File: src/rtl/wb_master_pkg.sv
// Shared encodings for the Wishbone single-transfer initiator: response status
// codes, FSM states and the default watchdog limit.
package wb_master_pkg;

  localparam logic [1:0] ST_OK         = 2'd0;
  localparam logic [1:0] ST_BUS_ERR    = 2'd1;
  localparam logic [1:0] ST_TIMEOUT    = 2'd2;
  localparam logic [1:0] ST_MISALIGNED = 2'd3;

  localparam int unsigned DEFAULT_TIMEOUT_CYCLES = 255;

  typedef enum logic [1:0] {
    IDLE = 2'd0,
    BUS  = 2'd1,
    RESP = 2'd2
  } state_t;

  // Only word-wide buses enforce alignment; narrower buses accept any address.
  function automatic logic is_misaligned(input int unsigned dw, input logic [1:0] lsb);
    return (dw == 32) && (lsb != 2'b00);
  endfunction

endpackage

File: src/rtl/wb_master_bridge_if.sv
// Command/response streams plus Wishbone master signals of the bridge.
// The master modport is the bridge side; slave is the surrounding environment.
interface wb_master_bridge_if #(
  parameter int unsigned AW = 32,
  parameter int unsigned DW = 32
);

  logic            cmd_valid_i;
  logic            cmd_ready_o;
  logic            cmd_we_i;
  logic [AW-1:0]   cmd_adr_i;
  logic [DW-1:0]   cmd_dat_i;
  logic [DW/8-1:0] cmd_sel_i;

  logic            rsp_valid_o;
  logic            rsp_ready_i;
  logic [DW-1:0]   rsp_dat_o;
  logic [1:0]      rsp_status_o;

  logic            wbm_cyc_o;
  logic            wbm_stb_o;
  logic            wbm_we_o;
  logic [AW-1:0]   wbm_adr_o;
  logic [DW-1:0]   wbm_dat_o;
  logic [DW/8-1:0] wbm_sel_o;
  logic [DW-1:0]   wbm_dat_i;
  logic            wbm_ack_i;
  logic            wbm_err_i;

  logic            busy_o;

  modport master (
    input  cmd_valid_i, cmd_we_i, cmd_adr_i, cmd_dat_i, cmd_sel_i,
    output cmd_ready_o,
    output rsp_valid_o, rsp_dat_o, rsp_status_o,
    input  rsp_ready_i,
    output wbm_cyc_o, wbm_stb_o, wbm_we_o, wbm_adr_o, wbm_dat_o, wbm_sel_o,
    input  wbm_dat_i, wbm_ack_i, wbm_err_i,
    output busy_o
  );

  modport slave (
    output cmd_valid_i, cmd_we_i, cmd_adr_i, cmd_dat_i, cmd_sel_i,
    input  cmd_ready_o,
    input  rsp_valid_o, rsp_dat_o, rsp_status_o,
    output rsp_ready_i,
    input  wbm_cyc_o, wbm_stb_o, wbm_we_o, wbm_adr_o, wbm_dat_o, wbm_sel_o,
    output wbm_dat_i, wbm_ack_i, wbm_err_i,
    input  busy_o
  );

endinterface

File: src/rtl/wb_master_bridge.sv
// Wishbone classic single-transfer initiator: one bus cycle per accepted command,
// with err/ack termination, a bus-timeout watchdog and alignment checking.
module wb_master_bridge
  import wb_master_pkg::*;
#(
  parameter int unsigned AW             = 32,
  parameter int unsigned DW             = 32,
  parameter int unsigned TIMEOUT_CYCLES = DEFAULT_TIMEOUT_CYCLES
) (
  input  logic                 wb_clk_i,
  input  logic                 wb_rst_n_i,
  wb_master_bridge_if.master   bus
);

  localparam int unsigned CW        = (TIMEOUT_CYCLES > 0) ? $clog2(TIMEOUT_CYCLES + 1) : 1;
  localparam int unsigned TO_LAST_I = (TIMEOUT_CYCLES > 0) ? TIMEOUT_CYCLES - 1 : 0;
  localparam logic [CW-1:0] TO_LAST = TO_LAST_I[CW-1:0];

  state_t          state, state_nxt;
  logic            cap;
  logic            rsp_load;
  logic [1:0]      status_nxt;
  logic [DW-1:0]   dat_nxt;
  logic            to_hit;

  logic            we_q;
  logic [AW-1:0]   adr_q;
  logic [DW-1:0]   dat_q;
  logic [DW/8-1:0] sel_q;
  logic [DW-1:0]   rsp_dat_q;
  logic [1:0]      rsp_status_q;
  logic [CW-1:0]   cnt;

  assign to_hit = (TIMEOUT_CYCLES != 0) && (cnt == TO_LAST);

  always_ff @(posedge wb_clk_i or negedge wb_rst_n_i) begin
    if (!wb_rst_n_i) state <= IDLE;
    else             state <= state_nxt;
  end

  // Termination priority inside BUS: err, then ack, then watchdog expiry.
  always_comb begin
    state_nxt  = state;
    cap        = 1'b0;
    rsp_load   = 1'b0;
    status_nxt = ST_OK;
    dat_nxt    = '0;
    case (state)
      IDLE: begin
        if (bus.cmd_valid_i) begin
          cap = 1'b1;
          if (is_misaligned(DW, bus.cmd_adr_i[1:0])) begin
            state_nxt  = RESP;
            rsp_load   = 1'b1;
            status_nxt = ST_MISALIGNED;
          end else begin
            state_nxt = BUS;
          end
        end
      end
      BUS: begin
        if (bus.wbm_err_i) begin
          state_nxt  = RESP;
          rsp_load   = 1'b1;
          status_nxt = ST_BUS_ERR;
        end else if (bus.wbm_ack_i) begin
          state_nxt  = RESP;
          rsp_load   = 1'b1;
          status_nxt = ST_OK;
          dat_nxt    = we_q ? '0 : bus.wbm_dat_i;
        end else if (to_hit) begin
          state_nxt  = RESP;
          rsp_load   = 1'b1;
          status_nxt = ST_TIMEOUT;
        end
      end
      RESP: begin
        if (bus.rsp_ready_i) state_nxt = IDLE;
      end
      default: state_nxt = IDLE;
    endcase
  end

  always_ff @(posedge wb_clk_i or negedge wb_rst_n_i) begin
    if (!wb_rst_n_i) begin
      we_q         <= 1'b0;
      adr_q        <= '0;
      dat_q        <= '0;
      sel_q        <= '0;
      rsp_dat_q    <= '0;
      rsp_status_q <= ST_OK;
      cnt          <= '0;
    end else begin
      if (cap) begin
        we_q  <= bus.cmd_we_i;
        adr_q <= bus.cmd_adr_i;
        dat_q <= bus.cmd_dat_i;
        sel_q <= bus.cmd_sel_i;
        cnt   <= '0;
      end else if (state == BUS && cnt != '1) begin
        cnt <= cnt + CW'(1);
      end
      if (rsp_load) begin
        rsp_dat_q    <= dat_nxt;
        rsp_status_q <= status_nxt;
      end
    end
  end

  // Bus strobes come straight from the state register, so they are glitch-free
  // and fall asynchronously on reset.
  assign bus.cmd_ready_o  = (state == IDLE);
  assign bus.rsp_valid_o  = (state == RESP);
  assign bus.busy_o       = (state != IDLE);
  assign bus.wbm_cyc_o    = (state == BUS);
  assign bus.wbm_stb_o    = (state == BUS);
  assign bus.wbm_we_o     = (state == BUS) && we_q;
  assign bus.wbm_adr_o    = adr_q;
  assign bus.wbm_dat_o    = dat_q;
  assign bus.wbm_sel_o    = sel_q;
  assign bus.rsp_dat_o    = rsp_dat_q;
  assign bus.rsp_status_o = rsp_status_q;

endmodule
File: src/flat_wrapper.sv
// flat-port wrapper written by rule: the top's interface ports become plain ports
module wb_master_bridge_flat import wb_master_pkg::*;
#(
  parameter int unsigned AW             = 32,
  parameter int unsigned DW             = 32,
  parameter int unsigned TIMEOUT_CYCLES = DEFAULT_TIMEOUT_CYCLES
)
  (wb_clk_i, wb_rst_n_i, bus_cmd_valid_i, bus_cmd_we_i, bus_cmd_adr_i, bus_cmd_dat_i, bus_cmd_sel_i, bus_cmd_ready_o, bus_rsp_valid_o, bus_rsp_dat_o, bus_rsp_status_o, bus_rsp_ready_i, bus_wbm_cyc_o, bus_wbm_stb_o, bus_wbm_we_o, bus_wbm_adr_o, bus_wbm_dat_o, bus_wbm_sel_o, bus_wbm_dat_i, bus_wbm_ack_i, bus_wbm_err_i, bus_busy_o);
  wb_master_bridge_if #(.AW(AW), .DW(DW)) bus_i ();
  input  logic wb_clk_i;
  input  logic wb_rst_n_i;
  input wire logic [$bits(bus_i.cmd_valid_i)-1:0] bus_cmd_valid_i;
  input wire logic [$bits(bus_i.cmd_we_i)-1:0] bus_cmd_we_i;
  input wire logic [$bits(bus_i.cmd_adr_i)-1:0] bus_cmd_adr_i;
  input wire logic [$bits(bus_i.cmd_dat_i)-1:0] bus_cmd_dat_i;
  input wire logic [$bits(bus_i.cmd_sel_i)-1:0] bus_cmd_sel_i;
  output wire logic [$bits(bus_i.cmd_ready_o)-1:0] bus_cmd_ready_o;
  output wire logic [$bits(bus_i.rsp_valid_o)-1:0] bus_rsp_valid_o;
  output wire logic [$bits(bus_i.rsp_dat_o)-1:0] bus_rsp_dat_o;
  output wire logic [$bits(bus_i.rsp_status_o)-1:0] bus_rsp_status_o;
  input wire logic [$bits(bus_i.rsp_ready_i)-1:0] bus_rsp_ready_i;
  output wire logic [$bits(bus_i.wbm_cyc_o)-1:0] bus_wbm_cyc_o;
  output wire logic [$bits(bus_i.wbm_stb_o)-1:0] bus_wbm_stb_o;
  output wire logic [$bits(bus_i.wbm_we_o)-1:0] bus_wbm_we_o;
  output wire logic [$bits(bus_i.wbm_adr_o)-1:0] bus_wbm_adr_o;
  output wire logic [$bits(bus_i.wbm_dat_o)-1:0] bus_wbm_dat_o;
  output wire logic [$bits(bus_i.wbm_sel_o)-1:0] bus_wbm_sel_o;
  input wire logic [$bits(bus_i.wbm_dat_i)-1:0] bus_wbm_dat_i;
  input wire logic [$bits(bus_i.wbm_ack_i)-1:0] bus_wbm_ack_i;
  input wire logic [$bits(bus_i.wbm_err_i)-1:0] bus_wbm_err_i;
  output wire logic [$bits(bus_i.busy_o)-1:0] bus_busy_o;
  assign bus_i.cmd_valid_i = bus_cmd_valid_i;
  assign bus_i.cmd_we_i = bus_cmd_we_i;
  assign bus_i.cmd_adr_i = bus_cmd_adr_i;
  assign bus_i.cmd_dat_i = bus_cmd_dat_i;
  assign bus_i.cmd_sel_i = bus_cmd_sel_i;
  assign bus_cmd_ready_o = bus_i.cmd_ready_o;
  assign bus_rsp_valid_o = bus_i.rsp_valid_o;
  assign bus_rsp_dat_o = bus_i.rsp_dat_o;
  assign bus_rsp_status_o = bus_i.rsp_status_o;
  assign bus_i.rsp_ready_i = bus_rsp_ready_i;
  assign bus_wbm_cyc_o = bus_i.wbm_cyc_o;
  assign bus_wbm_stb_o = bus_i.wbm_stb_o;
  assign bus_wbm_we_o = bus_i.wbm_we_o;
  assign bus_wbm_adr_o = bus_i.wbm_adr_o;
  assign bus_wbm_dat_o = bus_i.wbm_dat_o;
  assign bus_wbm_sel_o = bus_i.wbm_sel_o;
  assign bus_i.wbm_dat_i = bus_wbm_dat_i;
  assign bus_i.wbm_ack_i = bus_wbm_ack_i;
  assign bus_i.wbm_err_i = bus_wbm_err_i;
  assign bus_busy_o = bus_i.busy_o;
  wb_master_bridge #(.AW(AW), .DW(DW), .TIMEOUT_CYCLES(TIMEOUT_CYCLES)) u_core (.wb_clk_i(wb_clk_i), .wb_rst_n_i(wb_rst_n_i), .bus(bus_i));
endmodule
File: config.mk
export PLATFORM = sky130hd
export DESIGN_NAME = wb_master_bridge_flat
export DESIGN_NICKNAME = d
export VERILOG_FILES = /design/src/rtl/wb_master_pkg.sv /design/src/rtl/wb_master_bridge_if.sv /design/src/rtl/wb_master_bridge.sv /design/src/flat_wrapper.sv
export SDC_FILE = /design/constraint.sdc
export NUM_CORES = 1
export LEC_CHECK = 0
export CORE_MARGIN = 1
export CORE_UTILIZATION = 40
export CTS_BUF_LIST = sky130_fd_sc_hd__clkbuf_4 sky130_fd_sc_hd__clkbuf_8 sky130_fd_sc_hd__clkbuf_16
export DETAILED_ROUTE_END_ITERATION = 6
export PLACE_DENSITY = 0.76
export SLEW_MARGIN = 25
export SYNTH_ARGS = -nofsm -noshare
export SYNTH_HDL_FRONTEND = slang
export SYNTH_SLANG_ARGS = --single-unit
File: constraint.sdc
create_clock -name wb_clk_i -period 2.3 [get_ports wb_clk_i]
set_input_delay 0.46 -clock wb_clk_i [delete_from_list [all_inputs] [get_ports wb_clk_i]]
set_output_delay 0.46 -clock wb_clk_i [all_outputs]
set_load 0.02 [all_outputs]
# [Yosys cells after proc, flatten, opt, wreduce, memory -nomap -nowiden]
# Index checks and enable logic that the tools add are counted.
[word_totals] register_bits=113 in_bits=107 output_inout_bits=108 word_cells=50
[classes] add_sub_neg=1 n_eq_ne=7 muxes=27 n_reduce_logical=7
[ops] cell="$mux W32" n=4
[ops] cell="$mux W2" n=11
[ops] cell="$mux W8" n=2
[ops] cell="$add A8 B1 Y8 const B" n=1
[ops] cell="$eq A8 B8 Y1 const B" n=1
[ops] cell="$ne A8 B8 Y1 const B" n=1
[ops] cell="$mux W1" n=7
[ops] cell="$pmux W2 S3" n=1
[ops] cell="$reduce_bool A2 Y1" n=3
[ops] cell="$ne A4 B1 Y1 const B" n=1
[ops] cell="$pmux W2 S2" n=1
[ops] cell="$reduce_and A3 Y1" n=1
[ops] cell="$eq A2 B1 Y1 const B" n=1
[ops] cell="$eq A2 B2 Y1 const B" n=1
[ops] cell="$logic_and A1 B1 Y1" n=2
[ops] cell="$logic_not A2 Y1" n=1
[ops] cell="$ne A2 B1 Y1 const B" n=1
[ops] cell="$ne A2 B2 Y1 const B" n=1
[ops] cell="$pmux W1 S2" n=1

# [Longest topological paths before layout]
[depth] word_depth=5 mapped_depth=7 mapped_depth_nobuf=6

# [Least setup slack after synthesis]
# Ideal clock, no wire load.
[synth_path] kind="reg-to-output" startpoint="register u_core.state[1]" endpoint="output port bus_wbm_we_o" arrival_ns=1.213 t_required_ns=1.840 setup_slack_ns=0.627 stages_incl_launch_ff=4 n_path_buf=0 path_cell_list="dfrtp_1 -> nand2b_2 -> clkinv_1 -> and2_1"
[synth_between] elab_chain_cells=2
[synth_lines] element="from (decl)" line="wb_master_bridge.sv:19" rtl="state_t state, state_nxt;"
[synth_lines] element="from (signal assigned)" line="wb_master_bridge.sv:38" rtl="else state <= state_nxt;"
[synth_lines] element="$eq A2 B1 Y1"
[synth_lines] element="via bus_wbm_cyc_o" line="flat_wrapper.sv:22" rtl="output wire logic [$bits(bus_i.wbm_cyc_o)-1:0] bus_wbm_cyc_o;"
[synth_lines] element="$logic_and A1 B1 Y1" line="wb_master_bridge.sv:117" rtl="assign bus.wbm_we_o = (state == BUS) && we_q;"
[synth_lines] element="to (decl)" line="flat_wrapper.sv:24" rtl="output wire logic [$bits(bus_i.wbm_we_o)-1:0] bus_wbm_we_o;"
# The timed path passes the listed nets, and every way through them passes these cells.

# [Final worst setup path]
[layout_path] startpoint="register u_core.state[0]" endpoint="output port bus_wbm_we_o"
[layout_between] elab_chain_cells=2
[layout_lines] element="$eq A2 B1 Y1" line="wb_master_bridge.sv:117"
[layout_lines] element="$logic_and A1 B1 Y1" line="wb_master_bridge.sv:117"
# Every way passes these cells.

==> impl_metrics.csv <==
group,metric,value,unit
status,status,"complete, no violations",
layout,num-fill-cells,775,
global_routing,grt_pass1_vias,3935,
detailed_routing,firstDrtPassIters,5,
yosys,synthTopCellsByArea,"dfrtp_1 (64%), nand2_1 (18%), a22o_1 (6.4%)",
worst_setup_path,cp_top_family,"flip-flops",
clock_tree,cts_buffer_depth,2,
yosys,synth_ff_type,"dfrtp_1",
clock_tree,insertion_delay,0.51,ns
clock_tree,path_clk_slew,0.06,ns
floorplanning,rows,37,
detailed_routing,vias,3858,
clock_tree,clk_root_buffer_cell,"clkbuf_8",
clock_tree,cts-buffers-inserted,17,
floorplanning,die_area,0.01144,mm^2
worst_setup_path,worst-path-buf-inv,2,
layout,area_growth,65.21,%
place,place_congestion,0.7906,
power,seq_power_share,36.6,%
sta,whs,0.3812,ns
sta,tns,0,ns
detailed_routing,drc,0,
floorplanning,io_pins,215,
detailed_routing,wl_per_cell,14.86,um
floorplanning,die-width,106.9,um
clock_tree,clkSinkCount,113,
sta,skew,0.007315,ns
power,switchingPower,2.134,mW
worst_setup_path,crit_arrival,1.73,ns
sta,hold_viol,0,
sta,fmax,456.6,MHz
layout,multi_input_area,0.001440,mm^2
yosys,ys_warn_count,0,
yosys,ys_seq_area_share,64.19,%
floorplanning,die_h,106.9,um
detailed_routing,totalWireLength,11.90,mm
place,port_buffers,214,
global_routing,grtUsageTotal,21.73,%
floorplanning,initial_core_util,41.92,%
power,p_clk_share,36.2,%
global_routing,grt_start_max_net_pins,63,
layout,antenna_cells,0,
sta,final.min_clock_period,2.190,ns
layout,final_layout_size_suffix_gt1_share,7.820,%
yosys,synth_edf_count,0,
yosys,syn_nets,542,
yosys,synth.avg_cell_area,10.17,um^2
power,vdd_ir_drop_max,0.7475,mV
worst_setup_path,cp_max_fo,6,
layout,num-nets-final,761,
yosys,yosysMostFrequentCell,"nand2_1",
yosys,synth.distinct_cells,36,
global_routing,grt-ovfl-total,0,
global_routing,antenna_found_initial,0,
detailed_routing,viasPerCell,4.816,
worst_setup_path,crit_required,1.84,ns
yosys,syn_inst,433,
power,p_int,4.793,mW
worst_hold_path,min_path_type,"in2async",
power,power_density,951.8,mW/mm^2
clock_tree,cts_max_level,4,
sta,setup_violations,0,
flow_run,drv_cap,0,
yosys,synth_top_area_cell,"dfrtp_1",
yosys,yosysTopAreaCellShare,64.19,%
clock_tree,tritoncts,"done",
power,p_sw_share,30.81,%
detailed_routing,drtAntennaViolNets,0,
worst_setup_path,worstPathCellList,"nand2b_4 -> clkinv_1 -> and2_1 -> dlygate4sd2_1",
power,comb_power_share,27.2,%
worst_setup_path,cp-start-kind,"flop",
layout,regArea,0.002829,mm^2
place,hpwl,8.284,mm
worst_setup_path,end_kind,"output port",
worst_setup_path,crit_slowest_cell,"dfrtp_1",
layout,fin_cells,801,
floorplanning,core_region_area,0.01051,mm^2
yosys,syn_area,0.004405,mm^2
worst_setup_path,critical_path_class,"reg2out",
sta,post-route-period-util,95.22,%
yosys,synth_common_cells,"nand2_1 (210), dfrtp_1 (113), a22o_1 (32)",
yosys,async_reset_ff_share,100.0,%
sta,final_max_slew_viol_count,0,
sta,slew-limit-headroom,45.50,%
sta,timing_worst_slew_pin_value,0.8157,ns
global_routing,grt_pass1_wl,19.31,mm
detailed_routing,drt-initial-drc-count,214,
yosys,synth_seq_cells,113,
power,cellLeakagePower,3.439,nW
worst_setup_path,max_stage_delay,0.46,ns
place,place_inst,768,
sta,rsz0062_at_grt,"false",
[sequential cells by signal, indices dropped and copies added (netlist names)]
register,cells
u_core.bus.wbm_dat_o,32
u_core.bus.rsp_status_o,2
u_core.cnt,8
u_core.bus.rsp_dat_o,32
u_core.we_q,1
u_core.bus.wbm_sel_o,4
u_core.state,2
u_core.bus.wbm_adr_o,32
[kinds of logic (layout without fill, tap and decap cells)]
| family | after synthesis | in the layout | share of synthesized area (%) |
|---|---|---|---|
| flops | 113 | 113 | 64.19 |
| fa+ha+maj | 2 | 2 | 0.5679 |
| xor+xnor | 1 | 1 | 0.1988 |
| mux | 4 | 4 | 0.9656 |
| compound gates | 48 | 48 | 8.946 |
| buf+inv | 28 | 260 | 3.465 |
| simple gates | 237 | 237 | 21.67 |
[power by group through the flow]
stage	logic, mW	clock network (mW)	registers (mW)
after CTS	1.91	2.55	2.53
after global placement	1.87	0	2.55
after global routing	2.03	2.65	2.57
final	1.89	2.51	2.53
after floorplan	0.449	0	2.95
after detailed placement	1.90	0	2.55
[placed cells by master (no fill, tap or decap), types with 3 or more instances in the layout]
cell type,synthesis,final
inv_1,3,3
o21ai_0,6,6
buf_12,0,3
clkdlybuf4s50_1,0,208
buf_4,1,7
nand3_1,8,8
nand2_1,210,210
nor2_1,5,5
dlygate4sd2_1,0,5
clkbuf_16,0,16
a22o_1,32,32
inv_6,0,3
dfrtp_1,113,112
clkinvlp_4,0,7
[repair_timing]
item                                   in CTS  in global routing
endpoints found under the hold margin      18                  0
gates resized for setup                     5                  2
buffers inserted                            0                  0
hold buffers                                1                  0
cloned                                      0                  0
setup endpoints to repair                   5                  1
[cell type report]
cell class	count	area share (%)
clock buffer	17	5.690
timing repair buffer	224	30.89
clock inverter	15	2.218
inverter	4	0.2063
tap	136	2.338
sequential	113	38.87
multi-input combinational	292	19.79
[routing by layer]
| layer | global-route usage (%) | wire length (um) | up-vias | part of all wire [%] |
|---|---|---|---|---|
| li1 | - | - | 1846 | - |
| met1 | 27.20 | 5042 | 1853 | 42 |
| met2 | 35.99 | 5916 | 142 | 50 |
| met3 | 6.505 | 762 | 17 | 6.4 |
| met4 | 7.143 | 177 | 0 | 1.5 |
| met5 | 0 | 0 | - | 0 |
[through the flow]
stage          util, %  setup slack, ns  cell area (um^2)  total power [mW]
3_3_place_gp     63.69           0.1303              6693             4.419
6_report         69.26           0.1099              7278             6.927
3_5_place_dp     63.69          0.04324              6693             4.458
4_1_cts          69.20          0.01673              7272             6.994
2_1_floorplan        -           0.6274              4405             3.402
5_1_grt          69.26          0.02914              7278             7.253
[path summary, 6_finish.rpt]
check	start	endpoint	slack [ns]	cells after the start
max in group asynchronous	wb_rst_n_i	u_core.bus.rsp_dat_o[11]	1.28	3
min	wb_rst_n_i	u_core.bus.wbm_sel_o[2]	0.38	2
min reg2reg	u_core.bus.wbm_dat_o[25]	u_core.bus.wbm_dat_o[25]	0.47	2
min in group wb_clk_i	u_core.bus.wbm_dat_o[25]	u_core.bus.wbm_dat_o[25]	0.47	2
max reg2reg	u_core.cnt[0]	u_core.bus.rsp_dat_o[11]	0.29	6
max	u_core.state[0]	bus_wbm_we_o	0.11	4
Note: power is estimated with default switching activity, not from simulation.
